===== config.mk =====
export PLATFORM = sky130hd
export DESIGN_NAME = vga_scan_gen_flat
export DESIGN_NICKNAME = d
export VERILOG_FILES = /design/src/rtl/vga_scan_gen_pkg.sv /design/src/rtl/vga_scan_gen_if.sv /design/src/rtl/vga_scan_gen_scan_counter.sv /design/src/rtl/vga_scan_gen.sv /design/src/flat_wrapper.sv
export SDC_FILE = /design/constraint.sdc
export NUM_CORES = 1
export LEC_CHECK = 0
export ABC_AREA = 1
export CELL_PAD_IN_SITES_DETAIL_PLACEMENT = 1
export CELL_PAD_IN_SITES_GLOBAL_PLACEMENT = 2
export CORE_UTILIZATION = 26
export CTS_CLUSTER_DIAMETER = 100
export DETAILED_ROUTE_END_ITERATION = 16
export HOLD_SLACK_MARGIN = 0.05
export PLACE_DENSITY = 0.75
export SLEW_MARGIN = 20
export SYNTH_ARGS = -nofsm -noshare
export SYNTH_HDL_FRONTEND = slang
export SYNTH_SLANG_ARGS = --single-unit

===== constraint.sdc =====
create_clock -name Clk -period 1.6 [get_ports Clk]
set_input_delay 0.24 -clock Clk [delete_from_list [all_inputs] [get_ports Clk]]
set_output_delay 0.24 -clock Clk [all_outputs]
set_load 0.01 [all_outputs]

===== src/rtl/vga_scan_gen_pkg.sv =====
// vga_pkg: 640x480@60 timing constants and coordinate type shared by the scan generator.
package vga_pkg;
  localparam int COORD_W  = 10;
  localparam int H_ACTIVE = 640;
  localparam int H_FP     = 16;
  localparam int H_SYNC   = 96;
  localparam int H_BP     = 48;
  localparam int H_TOTAL  = H_ACTIVE + H_FP + H_SYNC + H_BP;
  localparam int V_ACTIVE = 480;
  localparam int V_FP     = 10;
  localparam int V_SYNC   = 2;
  localparam int V_BP     = 33;
  localparam int V_TOTAL  = V_ACTIVE + V_FP + V_SYNC + V_BP;
  typedef logic [COORD_W-1:0] coord_t;
endpackage


===== src/rtl/vga_scan_gen_if.sv =====
// vga_scan_if: scan outputs (pixel enable, coordinates, syncs) from generator to region/sprite blocks.
interface vga_scan_if;
  import vga_pkg::*;
  logic   pixel_ce;
  coord_t DrawX;
  coord_t DrawY;
  logic   hs;
  logic   vs;
  logic   blank_n;
  logic   frame_start;
  modport master (output pixel_ce, DrawX, DrawY, hs, vs, blank_n, frame_start);
  modport slave  (input  pixel_ce, DrawX, DrawY, hs, vs, blank_n, frame_start);
endinterface


===== src/rtl/vga_scan_gen_scan_counter.sv =====
// scan_counter: 0..MAX wrap counter advancing on en; wrap flags the enabled terminal count.
module scan_counter
  import vga_pkg::*;
#(
  parameter int MAX = 799
) (
  input  logic   clk,
  input  logic   rst_n,
  input  logic   en,
  input  logic   clear,
  output coord_t count,
  output logic   wrap
);
  assign wrap = en && count == coord_t'(MAX);
  always_ff @(posedge clk or negedge rst_n)
    if (!rst_n) count <= '0;
    else if (clear) count <= '0;
    else if (en) count <= wrap ? '0 : count + 1'b1;
endmodule


===== src/rtl/vga_scan_gen.sv =====
// vga_scan_gen: raster scan generator (pixel enable, DrawX/DrawY, hs/vs/blank_n, frame_start).
// Define VGA_SYNC_DELAY_EN to delay hs/vs/blank_n by one pixel for ROM-latency alignment.
module vga_scan_gen
  import vga_pkg::*;
#(
  parameter int CLK_DIV  = 2,
  parameter int H_ACTIVE = vga_pkg::H_ACTIVE,
  parameter int H_FP     = vga_pkg::H_FP,
  parameter int H_SYNC   = vga_pkg::H_SYNC,
  parameter int H_BP     = vga_pkg::H_BP,
  parameter int V_ACTIVE = vga_pkg::V_ACTIVE,
  parameter int V_FP     = vga_pkg::V_FP,
  parameter int V_SYNC   = vga_pkg::V_SYNC,
  parameter int V_BP     = vga_pkg::V_BP
) (
  input  logic       Clk,
  input  logic       Reset_n,
  vga_scan_if.master scan
);
  localparam int     HT     = H_ACTIVE + H_FP + H_SYNC + H_BP;
  localparam int     VT     = V_ACTIVE + V_FP + V_SYNC + V_BP;
  localparam int     DW     = CLK_DIV > 1 ? $clog2(CLK_DIV) : 1;
  localparam coord_t HS_ON  = coord_t'(H_ACTIVE + H_FP);
  localparam coord_t HS_OFF = coord_t'(H_ACTIVE + H_FP + H_SYNC);
  localparam coord_t VS_ON  = coord_t'(V_ACTIVE + V_FP);
  localparam coord_t VS_OFF = coord_t'(V_ACTIVE + V_FP + V_SYNC);
  localparam coord_t HA     = coord_t'(H_ACTIVE);
  localparam coord_t VA     = coord_t'(V_ACTIVE);
  logic [DW-1:0] div, div_nx;
  logic pce, hw, vw, hs_r, vs_r, bn_r, fs_r;
  coord_t hx, vy, nx, ny;
  scan_counter #(.MAX(HT - 1)) u_h (
    .clk(Clk), .rst_n(Reset_n), .en(pce), .clear(1'b0), .count(hx), .wrap(hw)
  );
  scan_counter #(.MAX(VT - 1)) u_v (
    .clk(Clk), .rst_n(Reset_n), .en(hw), .clear(1'b0), .count(vy), .wrap(vw)
  );
  // Syncs are computed from the post-edge coordinates so they move with DrawX/DrawY.
  always_comb begin
    div_nx = div == DW'(CLK_DIV - 1) ? '0 : div + 1'b1;
    nx     = hw ? '0 : pce ? hx + 1'b1 : hx;
    ny     = vw ? '0 : hw ? vy + 1'b1 : vy;
  end
  always_ff @(posedge Clk or negedge Reset_n)
    if (!Reset_n) begin
      div  <= '0;
      pce  <= 1'b0;
      hs_r <= 1'b1;
      vs_r <= 1'b1;
      bn_r <= 1'b1;
      fs_r <= 1'b0;
    end else begin
      div  <= div_nx;
      pce  <= div_nx == DW'(CLK_DIV - 1);
      hs_r <= !(nx >= HS_ON && nx < HS_OFF);
      vs_r <= !(ny >= VS_ON && ny < VS_OFF);
      bn_r <= nx < HA && ny < VA;
      fs_r <= vw;
    end
  assign scan.pixel_ce    = pce;
  assign scan.DrawX       = hx;
  assign scan.DrawY       = vy;
  assign scan.frame_start = fs_r;
`ifdef VGA_SYNC_DELAY_EN
  logic hs_d, vs_d, bn_d;
  always_ff @(posedge Clk or negedge Reset_n)
    if (!Reset_n) {hs_d, vs_d, bn_d} <= 3'b110;
    else if (pce) {hs_d, vs_d, bn_d} <= {hs_r, vs_r, bn_r};
  assign scan.hs      = hs_d;
  assign scan.vs      = vs_d;
  assign scan.blank_n = bn_d;
`else
  assign scan.hs      = hs_r;
  assign scan.vs      = vs_r;
  assign scan.blank_n = bn_r;
`endif
endmodule

===== src/flat_wrapper.sv =====
// flat-port wrapper written by rule: the top's interface ports become plain ports
module vga_scan_gen_flat import vga_pkg::*;
#(
  parameter int CLK_DIV  = 2,
  parameter int H_ACTIVE = vga_pkg::H_ACTIVE,
  parameter int H_FP     = vga_pkg::H_FP,
  parameter int H_SYNC   = vga_pkg::H_SYNC,
  parameter int H_BP     = vga_pkg::H_BP,
  parameter int V_ACTIVE = vga_pkg::V_ACTIVE,
  parameter int V_FP     = vga_pkg::V_FP,
  parameter int V_SYNC   = vga_pkg::V_SYNC,
  parameter int V_BP     = vga_pkg::V_BP
)
  (Clk, Reset_n, scan_pixel_ce, scan_DrawX, scan_DrawY, scan_hs, scan_vs, scan_blank_n, scan_frame_start);
  vga_scan_if scan_i ();
  input  logic Clk;
  input  logic Reset_n;
  output wire logic [$bits(scan_i.pixel_ce)-1:0] scan_pixel_ce;
  output wire logic [$bits(scan_i.DrawX)-1:0] scan_DrawX;
  output wire logic [$bits(scan_i.DrawY)-1:0] scan_DrawY;
  output wire logic [$bits(scan_i.hs)-1:0] scan_hs;
  output wire logic [$bits(scan_i.vs)-1:0] scan_vs;
  output wire logic [$bits(scan_i.blank_n)-1:0] scan_blank_n;
  output wire logic [$bits(scan_i.frame_start)-1:0] scan_frame_start;
  assign scan_pixel_ce = scan_i.pixel_ce;
  assign scan_DrawX = scan_i.DrawX;
  assign scan_DrawY = scan_i.DrawY;
  assign scan_hs = scan_i.hs;
  assign scan_vs = scan_i.vs;
  assign scan_blank_n = scan_i.blank_n;
  assign scan_frame_start = scan_i.frame_start;
  vga_scan_gen #(.CLK_DIV(CLK_DIV), .H_ACTIVE(H_ACTIVE), .H_FP(H_FP), .H_SYNC(H_SYNC), .H_BP(H_BP), .V_ACTIVE(V_ACTIVE), .V_FP(V_FP), .V_SYNC(V_SYNC), .V_BP(V_BP)) u_core (.Clk(Clk), .Reset_n(Reset_n), .scan(scan_i));
endmodule

==> impl_metrics.toml, run 1 <==
[run_status]
status = "finished, violations left"
failed_checks = "negative setup slack"

[clocking]
cts_buffer_depth = 2
htree_levels = 1
clk_pin_slew_ns = 0.09
cts_hold_buffers = 0
ctsRootBufferMaster = "clkbuf_8"
cts_tree = "yes"
cts_inserted_buffers = 3
insertion_delay_ns = 0.27
cts_sinks = 25

[power]
ir_drop_mv = 0.364
powerDensity_nw_per_um2 = 445
p_leak_nw = 1.16

[synthesis]
yosysSeqAreaShare_pct = 42.5
synthMuxAreaShare_pct = 0
synth_top_area_share_pct = 37.2
syn-mean-instance-area_um2 = 7.40
synthCells = 200
synthAdderAreaFrac_pct = 2.54
synth_cell_types = 26
synthSimpleGateAreaFrac_pct = 36.1
ys_seq_elements = 25
synth_top_family_by_area = "simple AND/OR/NAND/NOR gates"
syn-num-nets = 205
synthTopCellsByArea = "dfrtp_1 (37%), nand2_1 (13%), nor2_1 (8.4%), inv_1 (7.9%), dfstp_2 (5.3%)"
synth-xor-area-share_pct = 2.37
synth_edf_count = 0
synthesis.area_um2 = 1480
ys.flop_type = "dfrtp_1"
synth-compound-area-share_pct = 6.17
synth_warnings = 0
synthArstFlopShare_pct = 100
synth_area_leader_cell = "dfrtp_1"

[grt]
grt_pass1_vias = 1610
grt_max_degree = 26
grt_pass1_wl_mm = 7.72
grt_overflow_total = 0
track_usage_pct = 16.5
antenna_found_initial = 0

[placed_design]
dp_slack_ns = -0.114
dp_hpwl_mm = 3.31
place.port_buffers = 26
gp_congestion = 0.734
placedCellCount = 326

[worst_setup_path]
path_class = "reg -> reg"
crit_path_start = "u_core.u_h.count[1]$_DFFE_PN0P_"
cp_max_fo = 3
critPathArrivalTime_ns = 1.84
r2r_slack_ns = -0.06
r2r_start = "u_core.u_h.count[1]$_DFFE_PN0P_"
r2r_cells = 12
cp-end-kind = "register"
crit_required_ns = 1.78
cp-start-kind = "register"

[floorplanning]
die_area_um2 = 6000
die_w_um = 77.5
io_pins = 27
initial_utilization_pct = 26.9
die_h_um = 77.5
core_um2 = 5510
rows = 27

[timing]
grt_setup_unrepaired = "yes"
finalHoldViolations = 0
drv_slew = 0
fin_crit_sh_pct = 104
fin_crit_ns = 1.66
worstMarginPinSlew_ns = 0.338
clock.fmax_ghz = 0.601
fin_skew_ns = 0.00185
hold_ws_ns = 0.330
timing.slew.headroom_pct = 77.5
fin_ws_ns = -0.0637
setup_viol = 6

[detailed_routing]
drt_iter0_markers = 43
via_per_inst = 4.40
via_count = 1499
post-route-drc-count = 0
ant_nets = 0
wl_per_cell_um = 14.0
dr.pass1.iters = 4
finalWirelength_mm = 4.78

[run]
cap_violations = 0

[final_layout]
drive_above_1_share_pct = 36.4
stdcell_count = 341
n_antenna_cell = 0
fill_cells = 682
final_nets = 275
synthToLayoutAreaGrowth_pct = 58.8

[worst_hold_path]
min_path_type = "in -> async"
==> sequential cells by signal, summed over array words and instances, names as in the netlist <==
name / flops
u_core.scan.blank_n: 1
u_core.scan.vs: 1
u_core.scan.frame_start: 1
u_core.scan.hs: 1
u_core.u_v.count: 10
u_core.div: 1
u_core.u_h.count: 10
==> synth_stat cells (2+ instances only) <==
| master | number |
|---|---|
| xor2_1 | 2 |
| o21ai_0 | 6 |
| a21oi_1 | 4 |
| o21bai_1 | 2 |
| nand4_1 | 4 |
| buf_6 | 2 |
| nand2_2 | 6 |
| nor2_1 | 33 |
| o21ai_2 | 2 |
| ha_1 | 3 |
| nand3_1 | 14 |
| dfrtp_1 | 22 |
| nand3b_1 | 2 |
| nand2_1 | 53 |
| inv_1 | 31 |
| xnor2_1 | 2 |
| dfstp_2 | 3 |
==> power by group <==
| part | switching (mW) | internal, mW |
|---|---|---|
| Combinational | 0.0128 | 0.00374 |
| Sequential | 0 | 0.632 |
| Clock | 0.222 | 0.177 |
==> routing by layer <==
metal | wire (µm) | track usage, %
met1 | 2070 | 19.6
met2 | 2570 | 31.2
met3 | 112 | 2.82
met4 | 23 | 2.83
met5 | 0 | 0
==> cells in the final DEF (no fill, tap or decap), drive strengths merged <==
| master | count |
|---|---|
| nand2 | 59 |
| buf | 42 |
| nor2 | 35 |
| inv | 31 |
| dfrtp | 22 |
| nand3 | 15 |
| clkdlybuf4s50 | 14 |
| dlymetal6s2s | 9 |
| o21ai | 8 |
| nand4 | 5 |
| a21oi | 5 |
| clkbuf | 3 |
| dlygate4sd2 | 3 |
| dfstp | 3 |
| ha | 3 |
| nand3b | 2 |
| xnor2 | 2 |
| xor2 | 2 |
| o21bai | 2 |
| nor3b | 1 |
| nor3 | 1 |
| and2 | 1 |
| clkinvlp | 1 |
==> final timing paths <==
path	end
worst max register to register	u_core.u_h.count[1]$_DFFE_PN0P_
worst min register to register	u_core.u_h.count[2]$_DFFE_PN0P_
min in group Clk	u_core.u_h.count[2]$_DFFE_PN0P_
max in group asynchronous	u_core.scan.blank_n$_DFF_PN1_
worst min-delay path	u_core.u_h.count[2]$_DFFE_PN0P_
worst max-delay path	u_core.u_h.count[1]$_DFFE_PN0P_
==> critical path, cell delays in order (launching register included) <==
cell and delay (ns):
dfrtp_1 0.37, ha_2 0.19, nand2_2 0.07, nor2_4 0.10, buf_6 0.11, nand4_4 0.11, buf_4 0.18, buf_6 0.10
buf_6 0.10, nand2_2 0.05, nor2_2 0.04, a21oi_2 0.09, inv_1 0.04
==> per-stage QoR <==
step                      util (%)  TNS [ns]  power [mW]  cell area (µm²)
after floorplan                  -   -0.0108       0.644             1500
final                         42.7    -0.256        1.05             2350
after detailed placement      37.3    -0.272       0.662             2050
after CTS                     40.6    -0.239        1.07             2240
after global routing          42.7     -1.11        1.10             2350
after global placement        37.3   -0.0764       0.661             2050
==> layout make-up <==
class	instances	area [µm²]	area share, %
Clock inverter	1	7.51	0.319
Multi-Input combinational cell	141	821	34.9
Tap cell	72	90.1	3.83
Sequential cell	25	634	27.0
Timing Repair Buffer	68	641	27.2
Clock buffer	3	41.3	1.76
Inverter	31	116	4.95
==> logic make-up (layout without fill, tap and decap cells) <==
| family | count (synthesis) | count (layout) |
|---|---|---|
| AOI/OAI and AO/OA | 15 | 15 |
| xor gates and xnor gates | 4 | 4 |
| DFF | 25 | 25 |
| buffers and inverters | 34 | 103 |
| and+or+nand+nor | 119 | 119 |
| adders and majority gates | 3 | 3 |
==> timing repair <==
item / 4_1_cts / 5_1_grt
setup endpoints to repair: 8 / 21
pin swaps: 6 / 8
buffers inserted: 6 / 8
resized for setup: 24 / 37
gates cloned: 1 / 0
Note: power is estimated with default switching activity, not from simulation.
==> run 2: changes to the inputs <==
CORE_UTILIZATION = 31   (was 26)
DONT_BUFFER_PORTS = 1   (was default)
PLACE_DENSITY = 0.74   (was 0.75)
==> run 2 against run 1 <==
Global-route usage increased by 1.6 points. Hold slack gained 0.056 ns. Utilization up 1.1 points. Non-clock buffer count decreased by 29. The flow finishes with violations (design-rule violations, negative setup slack). Largest cell class unchanged. Sequential cell count stayed put. Die area shrank 16%. Register-to-register slack better by 0.03 ns. Critical path type unchanged.
==> impl_metrics.toml, run 2 (synthesized netlist as in run 1, its figures left out) <==
[floorplanning]
initial_utilization_pct = 33.1
die_h_um = 71.1
io_pins = 27
core_um2 = 4470
die_w_um = 71.1
rows = 24
die_area_um2 = 5060

[grt]
grt_pass1_wl_mm = 7.07
grt_max_degree = 26
grt_pass1_vias = 1569
track_usage_pct = 18.1
antenna_found_initial = 0
grt_overflow_total = 0

[worst_setup_path]
cp-start-kind = "register"
crit_path_start = "u_core.u_h.count[1]$_DFFE_PN0P_"
r2r_cells = 12
crit_required_ns = 1.82
cp-end-kind = "register"
cp_max_fo = 9
critPathCapture = "u_core.scan.blank_n$_DFF_PN1_"
path_class = "reg -> reg"
critPathArrivalTime_ns = 1.85
r2r_slack_ns = -0.03
r2r_start = "u_core.u_h.count[1]$_DFFE_PN0P_"
worstReg2RegEnd = "u_core.scan.blank_n$_DFF_PN1_"

[final_layout]
stdcell_area_um2 = 1960
stdcell_count = 292
final_cell_mix = "nand2_1 (48), buf_4 (33), inv_1 (30)"
n_antenna_cell = 0
synthToLayoutAreaGrowth_pct = 32.4
reg_top3 = "u_core.u_h.count: 10 flops, u_core.u_v.count: 10 flops"
drive_above_1_share_pct = 32.9
multi_input_area_um2 = 768
fill_cells = 548
seqCellArea_um2 = 629
mostFrequentLayoutCell = "nand2_1"
final_nets = 246

[timing]
fin_crit_sh_pct = 102
timing.slew.headroom_pct = 78.0
grt_setup_unrepaired = "yes"
fin_ws_ns = -0.0345
setup-tns-final_ns = -0.0435
finalHoldViolations = 0
drv_slew = 0
fin_crit_ns = 1.63
setup_viol = 2
fin_skew_ns = 0.00278
clock.fmax_ghz = 0.612
hold_ws_ns = 0.385
worstMarginPinSlew_ns = 0.330

[detailed_routing]
dr.pass1.iters = 10
drt_iter0_markers = 53
post-route-drc-count = 4
via_count = 1429
via_per_inst = 4.89
ant_nets = 0
wl_per_cell_um = 14.3
finalWirelength_mm = 4.19

[placed_design]
dp_hpwl_mm = 3.29
dp_slack_ns = -0.0810
placedCellCount = 282
place.port_buffers = 0
gp_congestion = 0.798
place_area_um2 = 1780

[clocking]
cts_sinks = 25
cts_tree = "yes"
insertion_delay_ns = 0.27
cts_inserted_buffers = 3
ctsRootBufferMaster = "clkbuf_8"
htree_levels = 1
clk_pin_slew_ns = 0.10
cts_buffer_depth = 2

[power]
ir_drop_mv = 0.331
powerDensity_nw_per_um2 = 538
p_leak_nw = 0.961

[worst_hold_path]
min_path_type = "in -> async"

[run_status]
failed_checks = "design-rule violations, negative setup slack"
status = "finished, violations left"

[run]
cap_violations = 0
## run 2: changes by cell type in the layout (fill, tap and decap cells not counted), sizes merged
| cell | change |
|---|---|
| clkdlybuf4s50 | -14 |
| dlymetal6s2s | -9 |
| buf | -4 |
| dlygate4sd2 | -3 |
| dlygate4sd3 | +1 |
## run 2: stage by stage
step	utilization, %	total power [mW]
6_report	43.8	1.05
5_1_grt	43.8	1.10
4_1_cts	42.8	1.09
3_5_place_dp	39.9	0.644
3_3_place_gp	39.9	0.644
2_1_floorplan	-	0.644
## run 2: how the worst min path moves through the flow
stage	slack, ns	start	cells after the start	endpoint
after global routing	0.38	Reset_n	2	u_core.u_h.count[2]$_DFFE_PN0P_
after floorplan	-0.06	Reset_n	0	u_core.div$_DFF_PN0_
final	0.39	Reset_n	2	u_core.u_h.count[2]$_DFFE_PN0P_
after global placement	-0.05	Reset_n	0	u_core.u_h.count[2]$_DFFE_PN0P_
after CTS	0.38	Reset_n	2	u_core.div$_DFF_PN0_
after detailed placement	-0.05	Reset_n	0	u_core.div$_DFF_PN0_
## run 2: worst max-delay path, stage by stage, from the launching register on
cell     delay [ns]
dfrtp_1        0.37
ha_2           0.21
nand2_4        0.07
nor2_4         0.11
nand3_2        0.09
nor2_4         0.15
buf_12         0.14
nand2_2        0.05
nand2_2        0.07
nor2_1         0.05
nand2_1        0.08
nand2_1        0.08
a21oi_2        0.11
## run 2: final cells by class
class / instances / area share (%)
clock inverters: 1 / 0.383
multi-input cells: 141 / 39.2
repair buffers: 39 / 16.9
clock buffers: 3 / 2.11
well taps: 52 / 3.32
inverters: 31 / 5.94
flip-flops and latches: 25 / 32.1
## run 2: per-layer routing
metal  up-vias  wire length (µm)  GRT usage, %  share of wire (%)
met5         -                 0             0                  0
met4         0                85          5.56                2.0
met3         6               193          5.27                4.6
met2        24              2180          33.5                 52
met1       696              1720          19.9                 41
li1        703                 -             -                  -
## run 2: report_power, final
part | switching (mW) | internal (mW) | total [mW] | leakage [nW]
clock | 0.225 | 0.177 | 0.402 | 0.0217
sequential | 0 | 0.632 | 0.632 | 0.325
combinational | 0.0135 | 0.00663 | 0.0202 | 0.615
## run 2: what timing repair did
item / in CTS / in global routing
setup endpoints to repair: 4 / 9
hold buffers: 2 / 0
pin swaps: 2 / 3
gates resized for setup: 11 / 13
setup buffers: 3 / 1
endpoints found under the hold margin: 25 / 0
==> run 3: changes to the inputs <==
CAP_MARGIN = 20   (was default)
HOLD_SLACK_MARGIN = 0.15   (was 0.05)
==> results of run 3 <==
Final layout, timing and power as in run 2 (identical DEF).
